### config.mk
export PLATFORM = sky130hd
export DESIGN_NAME = ctrl_step_sequencer_flat
export DESIGN_NICKNAME = d
export VERILOG_FILES = /design/src/rtl/ctrl_step_sequencer_if.sv /design/src/rtl/ctrl_step_sequencer.sv /design/src/flat_wrapper.sv
export SDC_FILE = /design/constraint.sdc
export NUM_CORES = 1
export LEC_CHECK = 0
export CAP_MARGIN = 20
export CORE_AREA = 2 2 95 97
export DETAILED_ROUTE_END_ITERATION = 8
export DIE_AREA = 0 0 97 99
export PLACE_DENSITY = 0.76
export REMOVE_ABC_BUFFERS = 1
export SLEW_MARGIN = 30
export SYNTH_ARGS = -nofsm -noshare
export SYNTH_HDL_FRONTEND = slang
export SYNTH_SLANG_ARGS = --single-unit
### constraint.sdc
create_clock -name iClk -period 2.8 [get_ports iClk]
set_input_delay 0.56 -clock iClk [delete_from_list [all_inputs] [get_ports iClk]]
set_output_delay 0.56 -clock iClk [all_outputs]
set_load 0.02 [all_outputs]
### src/rtl/ctrl_step_sequencer_if.sv
// Interface bundling the sequencer's handshake and data signals.
//   slave  : seen by the sequencer (iRdy/iRun/iMemData in, step/IR/status out)
//   master : seen by whatever drives the sequencer and consumes its outputs
interface ctrl_step_sequencer_if #(
  parameter int unsigned NUM_STEPS = 8,
  parameter int unsigned DATA_W    = 32,
  parameter int unsigned OP_W      = 5
);
  localparam int unsigned CNT_W = 32;

  logic                 iRdy;
  logic                 iRun;
  logic [DATA_W-1:0]    iMemData;
  logic [NUM_STEPS-1:0] oStep;
  logic                 oIR_en;
  logic [DATA_W-1:0]    oIR;
  logic [OP_W-1:0]      oOpCode;
  logic                 oIllegal;
  logic                 oInsDone;
  logic                 oHalted;
  logic [CNT_W-1:0]     oInsCount;

  modport slave (
    input  iRdy, iRun, iMemData,
    output oStep, oIR_en, oIR, oOpCode, oIllegal, oInsDone, oHalted, oInsCount
  );

  modport master (
    output iRdy, iRun, iMemData,
    input  oStep, oIR_en, oIR, oOpCode, oIllegal, oInsDone, oHalted, oInsCount
  );
endinterface

### src/rtl/ctrl_step_sequencer.sv
// N-step one-hot control step sequencer for the MiniSRC control path.
// Owns the IR, ends each instruction at its opcode-specific last step, stalls on
// iRdy low, halts on HLT until an iRun pulse, flags undefined opcodes and counts
// retired instructions.
// Ports:
//   iClk, iRst       clock, synchronous active-high reset
//   bus (slave)      iRdy, iRun, iMemData in; oStep, oIR_en, oIR, oOpCode,
//                    oIllegal, oInsDone, oHalted, oInsCount out
//   oIR_en, oInsDone and oIllegal are combinational decodes of state and inputs.
module ctrl_step_sequencer #(
  parameter int unsigned NUM_STEPS   = 8,
  parameter int unsigned FETCH_STEPS = 3,
  parameter int unsigned DATA_W      = 32,
  parameter int unsigned OP_W        = 5
) (
  input  logic iClk,
  input  logic iRst,
  ctrl_step_sequencer_if.slave bus
);

  localparam int unsigned IDX_W = 5;
  localparam int unsigned CNT_W = 32;
  localparam int unsigned LEN_W = 3;
  localparam logic [4:0]  OP_HLT = 5'b11011;

  typedef enum logic {S_RUN, S_HALT} state_e;

  state_e               state_q, state_d;
  logic [NUM_STEPS-1:0] step_q, step_d;
  logic [DATA_W-1:0]    ir_q, ir_d;
  logic [CNT_W-1:0]     ins_count_q, ins_count_d;

  logic [OP_W-1:0]      opcode;
  logic [4:0]           op5;
  logic [LEN_W-1:0]     op_len;
  logic                 op_undef;
  logic [IDX_W-1:0]     step_idx;
  logic [IDX_W-1:0]     last_full;
  logic [IDX_W-1:0]     last_idx;
  logic                 in_exec;
  logic                 at_last;
  logic                 adv_c;
  logic                 ir_en_c;
  logic                 ins_done_c;

  assign opcode = ir_q[DATA_W-1 -: OP_W];
  assign op5    = 5'(opcode);

  // Instruction length in steps (fetch included) and undefined-opcode decode.
  always_comb begin
    op_len   = LEN_W'(1);
    op_undef = 1'b0;
    case (op5) inside
      5'd0:           op_len = LEN_W'(4);
      5'd1:           op_len = LEN_W'(2);
      5'd2:           op_len = LEN_W'(3);
      [5'd3:5'd14]:   op_len = LEN_W'(2);
      5'd15, 5'd16:   op_len = LEN_W'(3);
      5'd17, 5'd18:   op_len = LEN_W'(2);
      5'd19:          op_len = LEN_W'(3);
      5'd20:          op_len = LEN_W'(2);
      5'd22, 5'd23,
      [5'd28:5'd31]:  op_undef = 1'b1;
      default:        op_len = LEN_W'(1);
    endcase
  end

  // One-hot to index.
  always_comb begin
    step_idx = '0;
    for (int unsigned k = 0; k < NUM_STEPS; k++) begin
      if (step_q[k]) step_idx = IDX_W'(k);
    end
  end

  // Last step is clamped so the one-hot never shifts past T(N-1).
  assign last_full = IDX_W'(FETCH_STEPS) + IDX_W'(op_len) - IDX_W'(1);
  assign last_idx  = (last_full > IDX_W'(NUM_STEPS - 1)) ? IDX_W'(NUM_STEPS - 1) : last_full;

  // Termination only in execute steps, so a stale IR during fetch is ignored.
  assign in_exec    = (step_idx >= IDX_W'(FETCH_STEPS));
  assign at_last    = in_exec && (step_idx >= last_idx);
  assign adv_c      = !iRst && (state_q == S_RUN) && bus.iRdy;
  assign ir_en_c    = adv_c && step_q[FETCH_STEPS-1];
  assign ins_done_c = adv_c && at_last;

  // Next-state logic.
  always_comb begin
    state_d     = state_q;
    step_d      = step_q;
    ir_d        = ir_q;
    ins_count_d = ins_count_q;
    case (state_q)
      S_RUN: begin
        if (adv_c) begin
          if (ir_en_c) ir_d = bus.iMemData;
          if (at_last) begin
            step_d      = NUM_STEPS'(1);
            ins_count_d = ins_count_q + CNT_W'(1);
            if (op5 == OP_HLT) state_d = S_HALT;
          end else begin
            step_d = {step_q[NUM_STEPS-2:0], 1'b0};
          end
        end
      end
      S_HALT: begin
        if (bus.iRun) state_d = S_RUN;
      end
      default: state_d = S_RUN;
    endcase
  end

  // State registers.
  always_ff @(posedge iClk) begin
    if (iRst) begin
      state_q     <= S_RUN;
      step_q      <= NUM_STEPS'(1);
      ir_q        <= '0;
      ins_count_q <= '0;
    end else begin
      state_q     <= state_d;
      step_q      <= step_d;
      ir_q        <= ir_d;
      ins_count_q <= ins_count_d;
    end
  end

  assign bus.oStep     = step_q;
  assign bus.oIR_en    = ir_en_c;
  assign bus.oIR       = ir_q;
  assign bus.oOpCode   = opcode;
  assign bus.oIllegal  = (state_q == S_RUN) && in_exec && op_undef;
  assign bus.oInsDone  = ins_done_c;
  assign bus.oHalted   = (state_q == S_HALT);
  assign bus.oInsCount = ins_count_q;

endmodule
### src/flat_wrapper.sv
// flat-port wrapper written by rule: the top's interface ports become plain ports
module ctrl_step_sequencer_flat 
#(
  parameter int unsigned NUM_STEPS   = 8,
  parameter int unsigned FETCH_STEPS = 3,
  parameter int unsigned DATA_W      = 32,
  parameter int unsigned OP_W        = 5
)
  (iClk, iRst, bus_iRdy, bus_iRun, bus_iMemData, bus_oStep, bus_oIR_en, bus_oIR, bus_oOpCode, bus_oIllegal, bus_oInsDone, bus_oHalted, bus_oInsCount);
  ctrl_step_sequencer_if #(.NUM_STEPS(NUM_STEPS), .DATA_W(DATA_W), .OP_W(OP_W)) bus_i ();
  input  logic iClk;
  input  logic iRst;
  input wire logic [$bits(bus_i.iRdy)-1:0] bus_iRdy;
  input wire logic [$bits(bus_i.iRun)-1:0] bus_iRun;
  input wire logic [$bits(bus_i.iMemData)-1:0] bus_iMemData;
  output wire logic [$bits(bus_i.oStep)-1:0] bus_oStep;
  output wire logic [$bits(bus_i.oIR_en)-1:0] bus_oIR_en;
  output wire logic [$bits(bus_i.oIR)-1:0] bus_oIR;
  output wire logic [$bits(bus_i.oOpCode)-1:0] bus_oOpCode;
  output wire logic [$bits(bus_i.oIllegal)-1:0] bus_oIllegal;
  output wire logic [$bits(bus_i.oInsDone)-1:0] bus_oInsDone;
  output wire logic [$bits(bus_i.oHalted)-1:0] bus_oHalted;
  output wire logic [$bits(bus_i.oInsCount)-1:0] bus_oInsCount;
  assign bus_i.iRdy = bus_iRdy;
  assign bus_i.iRun = bus_iRun;
  assign bus_i.iMemData = bus_iMemData;
  assign bus_oStep = bus_i.oStep;
  assign bus_oIR_en = bus_i.oIR_en;
  assign bus_oIR = bus_i.oIR;
  assign bus_oOpCode = bus_i.oOpCode;
  assign bus_oIllegal = bus_i.oIllegal;
  assign bus_oInsDone = bus_i.oInsDone;
  assign bus_oHalted = bus_i.oHalted;
  assign bus_oInsCount = bus_i.oInsCount;
  ctrl_step_sequencer #(.NUM_STEPS(NUM_STEPS), .FETCH_STEPS(FETCH_STEPS), .DATA_W(DATA_W), .OP_W(OP_W)) u_core (.iClk(iClk), .iRst(iRst), .bus(bus_i));
endmodule
==> results of run 1 <==
layer usage:
metal  GRT usage  share of wire
met1       0.227           0.45
met5           0              0
met3      0.0610          0.079
met2       0.291           0.46
met4      0.0423         0.0095
per-stage QoR:
stage               hold WS [ns]  setup TNS (ns)  total power, uW  std cells   util
floorplan                  0.528          -12.86             1130        365      -
global placement           0.441         -0.0946             1230        615  0.534
detailed placement         0.450          -0.344             1230        615  0.534
CTS                        0.459               0             2060        630  0.558
global route               0.481          -0.206             2110        632  0.564
finish                     0.458               0             2040        632  0.564
synth_stat cells (all sizes together) (2+ instances only):
cell and number:
nand2b 7, nand2 80, o21a 2, nor3b 3, or3 10, xnor2 18
and4 3, nor2 29, o32ai 2, o31ai 3, nor4 7, dfxtp 73
clkbuf 19, nor3 7, inv 11, nand4 5, or4 6, o21ai 15
or2 2, buf 10, nor4b 3, nand3 11, a21oi 48, ha 4
and3 2, mux2i 3
kinds of logic after synthesis:
family	after synthesis
DFF	73
xor gates and xnor gates	18
buffers and inverters	40
muxes	3
adders and majority gates	5
and+or+nand+nor	177
AOI/OAI and AO/OA	78
tightest hold or removal path: cells and delay by family, from the launching register on:
kind / cells / cell delay [ns]
flops: 1 / 0.31
simple gates: 1 / 0.05
compound gates: 1 / 0.05
worst paths after layout:
check,start,endpoint,cells past startpoint
worst max-delay path,u_core.bus.oStep[4],u_core.bus.oInsCount[29],9
worst min-delay path,u_core.bus.oIR[12],u_core.bus.oIR[12],2
worst max register to register,u_core.bus.oStep[4],u_core.bus.oInsCount[29],9
worst min register to register,u_core.bus.oIR[12],u_core.bus.oIR[12],2
what timing repair did:
action                     CTS  global route
setup buffers                0             1
pin swaps                    1             7
gates resized for setup      8            10
setup endpoints to repair   11            10
cloned                       0             1
flip-flops by register name (all words and copies together), names as in the netlist:
| name | cells |
|---|---|
| u_core.bus.oIR | 32 |
| u_core.bus.oInsCount | 32 |
| u_core.bus.oStep | 8 |
| u_core.bus.oHalted | 1 |
power by group:
| group | switching (uW) | total, uW | internal (uW) |
|---|---|---|---|
| logic | 70.8 | 155 | 83.9 |
| clock network | 378 | 835 | 457 |
| registers | 7.36 | 1060 | 1050 |
| total | 456 | 2040 | 1590 |
layout make-up:
class,instances,area share
Clock buffer,13,0.0330
Timing Repair Buffer,144,0.283
Inverter,11,0.00856
Clock inverter,2,0.00778
Tap cell,108,0.0280
Multi-Input combinational cell,281,0.336
Sequential cell,73,0.304
==> metrics.md, run 1 <==
| Metric | Value |
|---|---|
| Hold buffer count at cts | 0 |
| Via count | 3211 |
| Initial DRC count | 81 |
| Crit path capture type | flip-flop |
| Peak Freq | 0.358 GHz |
| Initial antenna violation count | 0 |
| # setup viols final | 0 |
| Min Tclk post-route | 2.79 ns |
| Period utilization | 0.997 |
| Adder-Cell Fraction of Synth Area | 0.0187 |
| Layout Nets | 560 |
| PwrDens | 424 mW/mm^2 |
| Port Buffers | 116 |
| Synth Area in Compound Gates | 0.145 |
| Yosys reg bits | 73 |
| Register area share after synthesis | 0.456 |
| # fillers | 790 |
| TritonCTS Buffers | 9 |
| Max capacitance violation total | 0 |
| Starting Density | 0.375 |
| Worst Path Required | 3.07 ns |
| CTS tree | yes |
| Synth area leader | dfxtp_1 |
| Syn Std Cell Area | 0.00321 mm^2 |
| Hold WC Path Type | reg -> reg |
| Multiplexer area fraction after synthesis | 0.00937 |
| Routed Antenna Nets | 0 |
| Startpoint types | flip-flop |
| Die area | 0.00960 mm^2 |
| Clk buf depth | 2 |
| Fin. max-slew vios | 0 |
| Yosys cell types | 42 |
| Worst slew margin | 0.559 |
| Ys flop type | dfxtp_1 |
| Site row count | 34 |
| Antenna cells | 0 |
| Top Ports | 117 |
| Commonest non-fill, non-tap cell in the layout | clkdlybuf4s50_1 |
| Core Area | 0.00855 mm^2 |
| Number of global-route vias before repair | 3048 |
| Leak Pwr | 0.00161 uW |
| Largest net degree at the start of global routing | 68 |
| Setup WS post-layout | 0.00803 ns |
| Slowest-stage cell, CP | or4_1 |
| Crit path max fanout | 6 |
| Most frequent cells in the layout | clkdlybuf4s50_1 (114), nand2_1 (80), dfxtp_1 (71) |
| Largest family of logic cells by synthesized area | simple AND/OR/NAND/NOR gates |
| WS Path Type | reg -> reg |
| DIE WIDTH | 97 um |
| Post-synthesis instance total | 394 |
| Skew-Pair Late Insertion Delay | 0.34 ns |
| Routed WL | 8.66 mm |
| Root Buffer | clkbuf_8 |
| CTS HTree Levels | 3 |
| Placement-stage cell area | 0.00457 mm^2 |
| Area occupied by multi-input gates | 0.00162 mm^2 |
| Pre-CTS WS | -0.121 ns |
| Reg area | 0.00146 mm^2 |
| CP arrival | 3.06 ns |
| Worst vdd ir | 0.259 mV |
| Worst Max-Slew Pin Slew | 0.662 ns |
| Post-synth EDFFs | 0 |
| Fin. Hold Viols | 0 |
| Area share of and/or/nand/nor cells after synthesis | 0.268 |
| HPWL after DPL | 6.20 mm |
| Grt total ovfl | 0 |
| First-pass GRT wire length | 14.4 mm |
| GPL Wtd Cong | 0.870 |
| Clock Skews | 0.0100 ns |
| Ordered cell list for the critical path | or4_1, ha_1, a21o_1, a31oi_4, buf_4, or4_4, buf_6, or3_1, a21oi_1 |
| Top post-synthesis cells by area | dfxtp_1 (46%), nand2_1 (9.4%), a21oi_1 (7.5%) |
| Reg clk slew, reported paths | 0.08 ns |
| Post-synthesis async set-or-reset flop share | 0 |
| WL/cell | 13.7 um |
| CP top delay family | simple AND/OR/NAND/NOR gates |
| Total GRT Usage | 0.178 |
| Avg Cell Area, Syn | 8.14 um^2 |
| RSZ-0062 raised after global routing | yes |
| DIE HEIGHT | 99 um |
| Vias per inst | 5.08 |
| DRC | 0 |
| Xor-xnor portion of the synthesized cell area | 0.0492 |
| Fin area | 0.00482 mm^2 |
| Layout cells sized above 1 | 0.115 |
| Area delta synth->final | 50.4% |
| Pre-antenna DRT Iters | 4 |
| Yosys warns | 0 |
| Top-area cell type share of the netlist area | 0.456 |
| WP buf/inv | 2 |
| Largest stage delay, worst path | 0.54 ns |
| R2r setup slk | 0.008 ns |
| CTS Sinks | 73 |
| Status | finished clean |
Note: power is estimated with default switching activity, not from simulation.
==> inputs of run 2 (changes only) <==
HOLD_SLACK_MARGIN = 0.15   (was default)
==> results of run 2 <==
No change in the layout: final DEF, timing and power equal those of run 1.
